==> src/rtl/core_mem_arb_pkg.sv <==
// Shared core defines for the memory arbiter: FSM state encodings, byte-enable constant and grant IDs.
package core_mem_arb_pkg;

    typedef enum logic [1:0] {
        IDLE    = 2'd0,
        IF_BUSY = 2'd1,
        D_BUSY  = 2'd2
    } arb_state_e;

    localparam logic [3:0] MEM_BE_FULL = 4'hF;

    localparam logic GRANT_IF = 1'b0;
    localparam logic GRANT_D  = 1'b1;

endpackage

==> src/rtl/core_mem_arb_if.sv <==
// Bundle of the fetch, data and shared-memory signals around core_mem_arb.
// master = core pipeline plus memory (environment), slave = the arbiter.
interface core_mem_arb_if;

    logic        if_req;
    logic [31:0] if_addr;
    logic        d_req;
    logic        d_we;
    logic [31:0] d_addr;
    logic [31:0] d_wdata;
    logic [3:0]  d_be;

    logic        mem_req;
    logic        mem_we;
    logic [31:0] mem_addr;
    logic [31:0] mem_wdata;
    logic [3:0]  mem_be;
    logic        mem_ack;
    logic [31:0] mem_rdata;

    logic        if_ack;
    logic        d_ack;
    logic [31:0] rdata;
    logic        stall_if_out;
    logic        stall_mem_out;

    modport master (
        output if_req, if_addr, d_req, d_we, d_addr, d_wdata, d_be,
        output mem_ack, mem_rdata,
        input  mem_req, mem_we, mem_addr, mem_wdata, mem_be,
        input  if_ack, d_ack, rdata, stall_if_out, stall_mem_out
    );

    modport slave (
        input  if_req, if_addr, d_req, d_we, d_addr, d_wdata, d_be,
        input  mem_ack, mem_rdata,
        output mem_req, mem_we, mem_addr, mem_wdata, mem_be,
        output if_ack, d_ack, rdata, stall_if_out, stall_mem_out
    );

endinterface

==> src/rtl/core_mem_arb.sv <==
// Arbiter sharing one memory port between instruction fetch and the MEM stage.
// Define CORE_ARB_RR_EN for round-robin on collisions; otherwise data always beats fetch.
module core_mem_arb
    import core_mem_arb_pkg::*;
(
    input logic           clk,
    input logic           rst,
    core_mem_arb_if.slave bus
);

    arb_state_e state;
    logic       grant_d;

`ifdef CORE_ARB_RR_EN
    logic last_grant;

    // Data wins when it asks alone, or on a collision when fetch was served last.
    always_comb begin
        grant_d = bus.d_req & (~bus.if_req | (last_grant == GRANT_IF));
    end
`else
    always_comb begin
        grant_d = bus.d_req;
    end
`endif

    always_ff @(posedge clk) begin
        if (rst) begin
            state         <= IDLE;
            bus.mem_req   <= 1'b0;
            bus.mem_we    <= 1'b0;
            bus.mem_addr  <= 32'h0;
            bus.mem_wdata <= 32'h0;
            bus.mem_be    <= 4'h0;
`ifdef CORE_ARB_RR_EN
            last_grant    <= GRANT_IF;
`endif
        end else begin
            case (state)
                IDLE: begin
                    if (bus.if_req | bus.d_req) begin
                        bus.mem_req <= 1'b1;
                        if (grant_d) begin
                            state         <= D_BUSY;
                            bus.mem_we    <= bus.d_we;
                            bus.mem_addr  <= bus.d_addr;
                            bus.mem_wdata <= bus.d_wdata;
                            bus.mem_be    <= bus.d_be;
                        end else begin
                            state         <= IF_BUSY;
                            bus.mem_we    <= 1'b0;
                            bus.mem_addr  <= bus.if_addr;
                            bus.mem_wdata <= 32'h0;
                            bus.mem_be    <= MEM_BE_FULL;
                        end
`ifdef CORE_ARB_RR_EN
                        last_grant <= grant_d ? GRANT_D : GRANT_IF;
`endif
                    end
                end
                IF_BUSY, D_BUSY: begin
                    // Command stays frozen until memory completes; requester drops are ignored.
                    if (bus.mem_ack) begin
                        state       <= IDLE;
                        bus.mem_req <= 1'b0;
                    end
                end
                default: begin
                    state       <= IDLE;
                    bus.mem_req <= 1'b0;
                end
            endcase
        end
    end

    // Acks are masked by reset so an abandoned transaction never completes.
    always_comb begin
        bus.if_ack        = ~rst & (state == IF_BUSY) & bus.mem_ack;
        bus.d_ack         = ~rst & (state == D_BUSY) & bus.mem_ack;
        bus.rdata         = bus.mem_rdata;
        bus.stall_if_out  = bus.if_req & ~bus.if_ack;
        bus.stall_mem_out = bus.d_req & ~bus.d_ack;
    end

endmodule

==> src/flat_wrapper.sv <==
// flat-port wrapper written by rule: the top's interface ports become plain ports
module core_mem_arb_flat import core_mem_arb_pkg::*;
  (clk, rst, bus_if_req, bus_if_addr, bus_d_req, bus_d_we, bus_d_addr, bus_d_wdata, bus_d_be, bus_mem_ack, bus_mem_rdata, bus_mem_req, bus_mem_we, bus_mem_addr, bus_mem_wdata, bus_mem_be, bus_if_ack, bus_d_ack, bus_rdata, bus_stall_if_out, bus_stall_mem_out);
  core_mem_arb_if bus_i ();
  input logic clk;
  input logic rst;
  input wire logic [$bits(bus_i.if_req)-1:0] bus_if_req;
  input wire logic [$bits(bus_i.if_addr)-1:0] bus_if_addr;
  input wire logic [$bits(bus_i.d_req)-1:0] bus_d_req;
  input wire logic [$bits(bus_i.d_we)-1:0] bus_d_we;
  input wire logic [$bits(bus_i.d_addr)-1:0] bus_d_addr;
  input wire logic [$bits(bus_i.d_wdata)-1:0] bus_d_wdata;
  input wire logic [$bits(bus_i.d_be)-1:0] bus_d_be;
  input wire logic [$bits(bus_i.mem_ack)-1:0] bus_mem_ack;
  input wire logic [$bits(bus_i.mem_rdata)-1:0] bus_mem_rdata;
  output wire logic [$bits(bus_i.mem_req)-1:0] bus_mem_req;
  output wire logic [$bits(bus_i.mem_we)-1:0] bus_mem_we;
  output wire logic [$bits(bus_i.mem_addr)-1:0] bus_mem_addr;
  output wire logic [$bits(bus_i.mem_wdata)-1:0] bus_mem_wdata;
  output wire logic [$bits(bus_i.mem_be)-1:0] bus_mem_be;
  output wire logic [$bits(bus_i.if_ack)-1:0] bus_if_ack;
  output wire logic [$bits(bus_i.d_ack)-1:0] bus_d_ack;
  output wire logic [$bits(bus_i.rdata)-1:0] bus_rdata;
  output wire logic [$bits(bus_i.stall_if_out)-1:0] bus_stall_if_out;
  output wire logic [$bits(bus_i.stall_mem_out)-1:0] bus_stall_mem_out;
  assign bus_i.if_req = bus_if_req;
  assign bus_i.if_addr = bus_if_addr;
  assign bus_i.d_req = bus_d_req;
  assign bus_i.d_we = bus_d_we;
  assign bus_i.d_addr = bus_d_addr;
  assign bus_i.d_wdata = bus_d_wdata;
  assign bus_i.d_be = bus_d_be;
  assign bus_i.mem_ack = bus_mem_ack;
  assign bus_i.mem_rdata = bus_mem_rdata;
  assign bus_mem_req = bus_i.mem_req;
  assign bus_mem_we = bus_i.mem_we;
  assign bus_mem_addr = bus_i.mem_addr;
  assign bus_mem_wdata = bus_i.mem_wdata;
  assign bus_mem_be = bus_i.mem_be;
  assign bus_if_ack = bus_i.if_ack;
  assign bus_d_ack = bus_i.d_ack;
  assign bus_rdata = bus_i.rdata;
  assign bus_stall_if_out = bus_i.stall_if_out;
  assign bus_stall_mem_out = bus_i.stall_mem_out;
  core_mem_arb u_core (.clk(clk), .rst(rst), .bus(bus_i));
endmodule
==> config.mk <==
export PLATFORM = sky130hd
export DESIGN_NAME = core_mem_arb_flat
export DESIGN_NICKNAME = d
export VERILOG_FILES = /design/src/rtl/core_mem_arb_pkg.sv /design/src/rtl/core_mem_arb_if.sv /design/src/rtl/core_mem_arb.sv /design/src/flat_wrapper.sv
export SDC_FILE = /design/constraint.sdc
export NUM_CORES = 1
export LEC_CHECK = 0
export BUFFER_PORTS_ARGS = -buffer_cell sky130_fd_sc_hd__buf_4
export CELL_PAD_IN_SITES_DETAIL_PLACEMENT = 1
export CELL_PAD_IN_SITES_GLOBAL_PLACEMENT = 1
export CORE_MARGIN = 4
export CORE_UTILIZATION = 24
export CTS_CLUSTER_DIAMETER = 60
export DETAILED_ROUTE_END_ITERATION = 7
export PLACE_DENSITY_LB_ADDON = 0.3
export SLEW_MARGIN = 40
export SYNTH_ARGS = -nofsm -noshare
export SYNTH_HDL_FRONTEND = slang
export SYNTH_SLANG_ARGS = --single-unit
==> constraint.sdc <==
create_clock -name clk -period 1.5 [get_ports clk]
set_clock_uncertainty 0.2 [all_clocks]
set_input_delay 0.3 -clock clk [delete_from_list [all_inputs] [get_ports clk]]
set_output_delay 0.3 -clock clk [all_outputs]
set_load 0.02 [all_outputs]
Word level (Yosys, flattened, before mapping):

Index checks and enable logic that the tools add are counted.

* output and inout bits: 106
* logic and storage cells: 35
* bits of input ports: 138
* register bits: 72

* multiplexer cells: 11
* bitwise logic cells: 10
* eq/ne operators: 4
* reductions and logical operators: 4

Operators by type and width (number)
* 2-to-1 mux 32 bit: 2
* bitwise AND 1 bit: 6
* 2-to-1 mux 2 bit: 3
* 2-to-1 mux 4 bit: 1
* one-hot mux 2 bit (2 select lines): 1
* AND reduction 2 bit: 2
* 2-to-1 mux 1 bit: 3
* NOT 1 bit: 3
* equality test 2 x 1 -> 1 bit, second input constant: 1
* equality test 2 bit, second input constant: 1
* logical NOT 2 bit: 1
* inequality test 2 x 1 -> 1 bit, second input constant: 1
* inequality test 2 bit, second input constant: 1
* one-hot mux 1 bit (2 select lines): 1
* OR reduction 2 bit: 1
* OR 1 bit: 1

Longest topological paths before layout:

Gate-level depths: netlist (run 1).

* word-level depth: 5
* mapped depth: 7
* mapped depth without buffers: 5

Worst setup path before layout (run 1):

OpenSTA, ideal clock, no wires.

* path type: register to output
* start: register u_core.state[0]
* end: output bus_stall_mem_out
* stages on the path, launching flop included: 5
* path buffers: 0
* arrival: 1.155 ns
* slack: -0.155 ns
* required time: 1.000 ns
* cell sequence: dfxtp_1 inv_1 ha_1 and3b_1 nor2b_1

* cells in the longest elaborated chain, start to end: 5

Ends and longest elaborated chain
* start, declared: line core_mem_arb.sv:11 `arb_state_e state;`
* start signal, assigned: line core_mem_arb.sv:29 `state <= IDLE;`
* start signal, assigned: line core_mem_arb.sv:44 `state <= D_BUSY;`
* start signal, assigned: line core_mem_arb.sv:50 `state <= IF_BUSY;`
* equality test 2 bit: line core_mem_arb.sv:79 `bus.d_ack = ~rst & (state == D_BUSY) & bus.mem_ack;`
* bitwise AND 1 bit (2 in a row): line core_mem_arb.sv:79
* net bus_d_ack: line flat_wrapper.sv:22 `output wire logic [$bits(bus_i.d_ack)-1:0] bus_d_ack;`
* NOT 1 bit: line core_mem_arb.sv:82 `bus.stall_mem_out = bus.d_req & ~bus.d_ack;`
* bitwise AND 1 bit: line core_mem_arb.sv:82
* end, declared: line flat_wrapper.sv:25 `output wire logic [$bits(bus_i.stall_mem_out)-1:0] bus_stall_mem_out;`

The timed path passes the listed nets, and every way through them passes these cells.

Final worst setup path (run 1):

* start: register u_core.state[1]
* end: output bus_stall_if_out

* cells in the longest elaborated chain, start to end: 5

Ends and longest elaborated chain
* equality test 2 x 1 -> 1 bit: line core_mem_arb.sv:78 `bus.if_ack = ~rst & (state == IF_BUSY) & bus.mem_ack;`
* bitwise AND 1 bit (2 in a row): line core_mem_arb.sv:78
* NOT 1 bit: line core_mem_arb.sv:81 `bus.stall_if_out = bus.if_req & ~bus.if_ack;`
* bitwise AND 1 bit: line core_mem_arb.sv:81
* end, declared: line flat_wrapper.sv:24 `output wire logic [$bits(bus_i.stall_if_out)-1:0] bus_stall_if_out;`

No other way between the ends.

==> implementation parameters, run 1 <==
Parameter                              Value

Synthesis
  Top-count cell post-synth ... sky130_fd_sc_hd__dfxtp_1
  Ys async rst share ... 0%
  Largest cells by area after synthesis ... sky130_fd_sc_hd__dfxtp_1 (49%), sky130_fd_sc_hd__mux2i_1 (11%), sky130_fd_sc_hd__a22o_1 (9.8%)
  Post-synthesis register bit count ... 72
  Netlist area before placement ... 2950 µm²
  Synth cell types ... 25
  Count of mapped cells out of synthesis ... 257
  Top post-synthesis cells by count ... sky130_fd_sc_hd__dfxtp_1 (72), sky130_fd_sc_hd__buf_4 (36), sky130_fd_sc_hd__a22o_1 (33), sky130_fd_sc_hd__mux2i_1 (32), sky130_fd_sc_hd__o2bb2ai_1 (32)
  Sequential-to-total area share from yosys stat ... 48.8%
  Post-synthesis average cell area ... 11.5 µm²
  Total number of yosys warnings ... 0
  Yosys top cell by area ... sky130_fd_sc_hd__dfxtp_1
  Prevailing post-synth register cell ... sky130_fd_sc_hd__dfxtp_1
  Post-synth top area share ... 48.8%
  Mapped Nets ... 398
  Number of enable-type register cells in the synthesized netlist ... 0

Cells and area
  Multi-input gate area ... 1490 µm²
  Synth-to-Final Area Change ... 94.9%
  Final nets ... 613
  Antenna Diode Count ... 0
  Share of final-layout standard cells stronger than drive strength 1 ... 61.2%
  Core occupancy in the finished layout ... 47.9%
  Non-filler instance count after layout ... 624
  Filler Cell Count ... 1,256
  Area used by sequential logic in the layout ... 1440 µm²
  Final design area excluding fillers ... 5760 µm²

Worst setup path
  Kind of start point of the critical path ... flop
  Data required time at the worst endpoint ... 1.00 ns
  Critical path endpoint category ... output pin
  Reg-to-reg critical path endpoint ... u_core.bus.mem_wdata[5]
  Setup slack of the worst register-to-register path ... -0.26 ns
  Reg2reg path depth ... 9
  Most frequent cell on the critical path ... sky130_fd_sc_hd__buf_6
  Signal arrival time at the worst endpoint ... 1.41 ns
  Critical-path maximum fanout ... 2
  Reg-to-reg critical path startpoint ... u_core.state[1]
  Longest individual stage delay on the worst path ... 0.33 ns
  Critical-path cell list ... inv_2, buf_6, ha_4, and3b_2, nor2b_4, buf_6
  Class of the most critical setup path ... flop to output pin
  Slowest CP cell ... sky130_fd_sc_hd__dfxtp_2

Power and ir drop
  Power density over the cells ... 1060 nW/µm²
  Leakage Power ... 2.66 nW
  Total net switching power ... 1.82 mW
  Fraction of power consumed by sequential logic ... 36.8%
  P_int ... 4.30 mW
  Worst IR Drop VDD ... 426 µV
  Combinational power share ... 31.8%
  Clock share of power ... 31.5%
  Fraction of power spent switching nets ... 29.8%

Detailed routing
  Initial DRC Count ... 32
  DRC violation count after routing ... 0
  Vias ... 2,892
  Detail Route Antenna Nets ... 0
  Final routed wirelength across all metal layers ... 11,800 µm
  Vias per Instance ... 4.63
  First drt pass iteration count ... 4
  Average wire per standard cell ... 18.8 µm

Flow run
  Max-cap violations ... 0

Die
  Total I/O pin count ... 244
  Die Span X ... 119 µm
  Starting density of the core ... 24.6%
  Overall die height ... 119 µm
  Site row count ... 40
  Core Area ... 12,000 µm²
  Die footprint ... 14,100 µm²

Place
  # port buffers ... 179
  Weighted congestion at the end of routability-driven global placement ... 0.709
  Sum of net half-perimeters after detailed placement ... 6680 µm
  DP Cell Count ... 547
  Placed cell area ... 4290 µm²

Global route
  GRT Residual Overflow ... 0
  Number of antenna violations at the first check in global routing ... 0
  Largest net degree at the start of global routing ... 22
  Global routing usage summed across all routing layers ... 16.3%
  Vias in the first global route ... 3,315
  First-pass GRT wire length ... 18,200 µm

STA
  Pin slew with the least headroom to its limit ... 0.330 ns
  Final count of negative-setup-slack endpoints ... 70
  Worst slew margin ... 77.4%
  Achievable clock frequency ... 0.524 GHz
  RSZ-0062 raised after global routing ... yes
  Hold Worst Slack ... 0.0263 ns
  Share of the clock period used by the worst path after layout ... 127%
  Final Hold Violating Endpoints ... 0
  Min Clock Period, post-route ... 1.91 ns
  Final Slew Violations ... 0
  Crit path setup slack, layout ... -0.407 ns
  Final sum of negative setup slack ... -14.49 ns

Clock tree
  TritonCTS clock tree ... done
  Maximum number of buffers from clock root to sink ... 2
  Clock tree root buffer cell ... sky130_fd_sc_hd__clkbuf_16
  Clk Latency, worst-skew pair ... 0.32 ns
  CTS sink cnt ... 72
  Htree depth ... 3
  Number of buffers inserted during clock tree synthesis ... 9
  Clock-pin slew reported for the worst setup and hold paths after clock tree synthesis ... 0.06 ns

Min path
  Worst min-delay path class ... input port to flop
  Endpoint of the worst hold-timing path ... u_core.bus.mem_be[3]
  Cells on Worst Hold Path ... 3
  Hold Path Origin ... bus_d_be[3]

Outcome
  Outcome ... finished, violations left
  Violated checks ... negative setup slack
## stage by stage
| stage | power, mW | worst slack [ns] |
|---|---|---|
| floorplan | 3.01 | -0.0290 |
| detailed placement | 3.57 | -0.352 |
| CTS | 6.11 | -0.404 |
| global placement | 3.54 | -0.266 |
| finish | 6.12 | -0.407 |
| global route | 6.42 | -0.458 |
## area by class of cell
type                       instances  share of cell area (%)
clock inverter                     5                   0.587
tap                              147                    3.19
clock buffer                      11                    4.04
timing repair buffer             253                    40.9
sequential                        72                    25.1
multi-input combinational        132                    25.9
inverter                           4                   0.261
## cell families (layout without fill, tap and decap cells)
kind of cell	count (synthesis)	count (layout)	synth area share, %
adders and majority gates	3	3	1.27
muxes	32	32	10.8
and+or+nand+nor	24	25	4.53
AOI/OAI and AO/OA	72	72	21.1
DFF	72	72	48.8
buffers and inverters	54	273	13.5
## flip-flops by register name (all words and copies together), names as in the netlist
| name | count |
|---|---|
| u_core.bus.mem_addr | 32 |
| u_core.bus.mem_be | 4 |
| u_core.bus.mem_req | 1 |
| u_core.bus.mem_wdata | 32 |
| u_core.bus.mem_we | 1 |
| u_core.state | 2 |
## what timing repair did
action | CTS | global route
cloned | 12 | 0
endpoints found under the setup margin | 71 | 76
resized for setup | 74 | 24
endpoints found under the hold margin | 33 | 0
pin swaps | 7 | 9
buffers inserted | 18 | 1
hold buffers | 33 | 0
## worst max-delay path, delay by kind of cell, from the launching register on
kind	cells	cell delay, ns
flip-flops	1	0.33
AND/OR/NAND/NOR	2	0.33
buffers and inverters	3	0.29
adder cells (fa/ha/maj)	1	0.14
## per-layer routing
layer,track usage [%],vias to the layer above,share of wire (%)
li1,-,1357,-
met1,17.5,1380,38
met2,29.9,139,52
met3,6.13,16,8.9
met4,4.56,0,0.99
met5,0,-,0
## power groups by stage
stage	Sequential (mW)	Clock [mW]	Combinational, mW
2_1_floorplan	2.47	0	0.546
3_3_place_gp	2.25	0	1.29
3_5_place_dp	2.25	0	1.32
4_1_cts	2.24	1.99	1.89
5_1_grt	2.27	2.08	2.07
6_report	2.25	1.93	1.95
## worst max path at each step
| stage | slack (ns) | from | end | depth (start not counted) |
|---|---|---|---|---|
| floorplan | -0.03 | u_core.state[1] | u_core.bus.mem_wdata[0] | 7 |
| CTS | -0.40 | u_core.state[1] | bus_stall_if_out | 6 |
| global placement | -0.27 | u_core.state[0] | u_core.bus.mem_wdata[16] | 5 |
| finish | -0.41 | u_core.state[1] | bus_stall_if_out | 6 |
| detailed placement | -0.35 | u_core.state[0] | u_core.bus.mem_wdata[19] | 5 |
| global route | -0.46 | u_core.state[1] | bus_stall_if_out | 6 |
## cells in the final DEF, fill, tap and decap left out, drive strengths merged
cell         instances
and3b                2
dfxtp               72
a21oi                2
inv                  4
nand2b               4
buf                220
ha                   3
a21o                 1
o21ai                1
nor3                 4
nor2b                2
o2bb2ai             32
clkinv               3
nor2                11
a211oi               1
clkbuf              11
clkinvlp             2
mux2i               32
dlygate4sd3         33
o21a                 1
nand3                1
nand2                1
a221oi               1
a22o                33
Power figures use the tool's default switching activity.
==> run 2: changes to the inputs <==
CORE_UTILIZATION = 29   (was 24)
clock period = 2.32 ns   (was 1.5 ns; I/O delays follow)
==> implementation parameters, run 2 (synthesis gave the netlist of run 1 again) <==
Parameter                              Value

Clock tree
  Clock tree root buffer cell ... sky130_fd_sc_hd__clkbuf_8
  Maximum number of buffers from clock root to sink ... 2 (unchanged)
  TritonCTS clock tree ... done
  Number of buffers inserted to repair setup after CTS ... 0 (-18)
  Hold_buf cts ... 0 (-100%)
  Htree depth ... 3 (unchanged)
  Clock-pin slew reported for the worst setup and hold paths after clock tree synthesis ... 0.08 ns (+0.02 ns)
  Clk Latency, worst-skew pair ... 0.33 ns (about the same)
  Resize count post-CTS ... 0 (-100%)
  Number of buffers inserted during clock tree synthesis ... 9 (unchanged)
  CTS sink cnt ... 72 (unchanged)

Detailed routing
  Final routed wirelength across all metal layers ... 8690 µm (-26%)
  First drt pass iteration count ... 4 (unchanged)
  Initial DRC Count ... 54 (+69%)
  Vias per Instance ... 4.63 (about the same)
  Average wire per standard cell ... 16.2 µm (-14%)
  Detail Route Antenna Nets ... 0 (unchanged)
  Vias ... 2,493 (-14%)
  DRC violation count after routing ... 0 (unchanged)

Worst setup path
  Critical-path maximum fanout ... 3 (+1)
  Kind of start point of the critical path ... flop
  Critical path endpoint category ... output pin
  Data required time at the worst endpoint ... 1.66 ns (+0.66 ns)
  Signal arrival time at the worst endpoint ... 1.40 ns (about the same)
  Reg2reg path depth ... 5 (-4)
  Setup slack of the worst register-to-register path ... 0.31 ns (+0.57 ns)
  Class of the most critical setup path ... flop to output pin
  Reg-to-reg critical path endpoint ... u_core.bus.mem_we
  Reg-to-reg critical path startpoint ... u_core.state[1]

Cells and area
  Share of final-layout standard cells stronger than drive strength 1 ... 49.6% (-12 points)
  Registers with the most flip-flops ... u_core.bus.mem_addr: 32 flops, u_core.bus.mem_wdata: 32 flops, u_core.bus.mem_be: 4 flops
  Most common cell after layout, fill and taps aside ... sky130_fd_sc_hd__buf_4
  Synth-to-Final Area Change ... 46.1%
  Antenna Diode Count ... 0 (unchanged)
  Final nets ... 542 (-12%)
  Final design area excluding fillers ... 4320 µm² (-25%)
  Most frequent cells in the layout ... sky130_fd_sc_hd__buf_4 (182), sky130_fd_sc_hd__dfxtp_1 (72), sky130_fd_sc_hd__a22o_1 (33)

Power and ir drop
  Worst IR Drop VDD ... 352 µV (-18%)
  Leakage Power ... 2.05 nW (-23%)
  Fraction of power consumed by sequential logic ... 45.1% (+8.3 points)
  Power density over the cells ... 733 nW/µm² (-31%)
  Fraction of power spent switching nets ... 29.3% (-0.49 points)
  P_int ... 2.24 mW (-48%)
  Total net switching power ... 928 µW (-49%)
  Clock share of power ... 30.0% (-1.5 points)
  Total Power ... 3.16 mW (-48%)
  Combinational power share ... 24.8% (-7.0 points)

STA
  Final Hold Violating Endpoints ... 0 (unchanged)
  RSZ-0062 raised after global routing ... no
  Final count of negative-setup-slack endpoints ... 0 (-100%)
  Achievable clock frequency ... 0.486 GHz
  Final Slew Violations ... 0 (unchanged)
  Share of the clock period used by the worst path after layout ... 88.8%
  Min Clock Period, post-route ... 2.06 ns
  Final sum of negative setup slack ... 0 ns (+14.49 ns)
  Pin slew with the least headroom to its limit ... 0.748 ns (+0.418 ns)
  Worst slew margin ... 50.0% (-27 points)

Die
  Total I/O pin count ... 244 (unchanged)
  Die Span X ... 109 µm (-8.4%)
  Core Area ... 9860 µm² (-18%)
  Starting density of the core ... 29.9% (+5.4 points)
  Overall die height ... 109 µm (-8.4%)
  Site row count ... 36 (-10%)
  Die footprint ... 11,900 µm² (-16%)

Global route
  Vias in the first global route ... 2,710 (-18%)
  Number of antenna violations at the first check in global routing ... 0 (unchanged)
  Largest net degree at the start of global routing ... 46 (+110%)
  GRT Residual Overflow ... 0 (unchanged)
  First-pass GRT wire length ... 13,000 µm (-28%)
  Global routing usage summed across all routing layers ... 14.0% (-2.3 points)

Place
  # port buffers ... 179 (unchanged)
  Placed cell area ... 4130 µm² (-3.7%)
  Weighted congestion at the end of routability-driven global placement ... 0.713 (+0.56%)
  Sum of net half-perimeters after detailed placement ... 6680 µm (about the same)

Flow run
  Max-cap violations ... 0 (unchanged)

Outcome
  Outcome ... completed

Min path
  Worst min-delay path class ... input port to flop
  Cells on Worst Hold Path ... 2 (-1)
  Endpoint of the worst hold-timing path ... u_core.bus.mem_wdata[26]
  Hold Path Origin ... bus_d_wdata[26]
[run 2: cell types whose count changed in the layout (fill, tap and decap cells not counted), moves of 9 or more]
cell / previous run / this run
sky130_fd_sc_hd__o2bb2ai_1: 0 / 32
sky130_fd_sc_hd__clkbuf_16: 9 / 0
sky130_fd_sc_hd__o2bb2ai_2: 29 / 0
sky130_fd_sc_hd__clkbuf_8: 0 / 9
sky130_fd_sc_hd__buf_6: 16 / 0
sky130_fd_sc_hd__dlygate4sd3_1: 33 / 0
sky130_fd_sc_hd__buf_16: 10 / 0
[run 2: per-layer routing]
metal / vias to the layer above / global-route usage, % / routed length (µm)
met5: - / 0 / 0
met4: 0 / 5.77 / 140
met1: 1148 / 14.7 / 3260
met3: 17 / 7.58 / 1150
li1: 1194 / - / -
met2: 134 / 23.2 / 4140
[run 2: critical path, stage by stage, from the launching register on]
cell and delay [ns]:
sky130_fd_sc_hd__dfxtp_1 0.36, sky130_fd_sc_hd__inv_1 0.07, sky130_fd_sc_hd__ha_1 0.18, sky130_fd_sc_hd__and3b_1 0.19
sky130_fd_sc_hd__nor2b_1 0.11, sky130_fd_sc_hd__buf_4 0.15
[run 2: power by group through the flow]
| stage | Sequential [mW] | Clock, mW | Combinational [mW] |
|---|---|---|---|
| floorplan | 1.59 | 0 | 0.349 |
| global placement | 1.45 | 0 | 0.786 |
| global route | 1.44 | 1.05 | 0.847 |
| detailed placement | 1.45 | 0 | 0.803 |
| finish | 1.43 | 0.950 | 0.786 |
| CTS | 1.43 | 1.00 | 0.803 |
[run 2: worst max-delay path by stage]
stage                          from                        to  slack (ns)  cells after the start
global placement    u_core.state[1]  u_core.bus.mem_wdata[21]        0.43                      5
finish              u_core.state[0]         bus_stall_mem_out        0.26                      5
CTS                 u_core.state[0]         bus_stall_mem_out        0.21                      5
floorplan                 bus_d_req         bus_stall_mem_out        0.42                      3
global route        u_core.state[1]          bus_stall_if_out        0.14                      5
detailed placement  u_core.state[1]         u_core.bus.mem_we        0.30                      5
[run 2: layout make-up]
| type | instances | area [µm²] |
|---|---|---|
| Inverter | 4 | 15.0 |
| Clock inverter | 5 | 58.8 |
| Fill cell | 1114 | 5550 |
| Multi-Input combinational cell | 131 | 1120 |
| Clock buffer | 10 | 128 |
| Sequential cell | 72 | 1440 |
| Timing Repair Buffer | 183 | 1390 |
| Tap cell | 133 | 166 |
[run 2: through the flow]
step / util, % / instances / hold WS, ns / setup WS (ns)
after global placement: 41.9 / 523 / 0.247 / 0.428
after CTS: 43.7 / 538 / 0.111 / 0.214
after floorplan: - / 257 / 0.310 / 0.425
after global routing: 43.7 / 538 / 0.113 / 0.138
after detailed placement: 41.9 / 523 / 0.250 / 0.295
final: 43.7 / 538 / 0.138 / 0.261
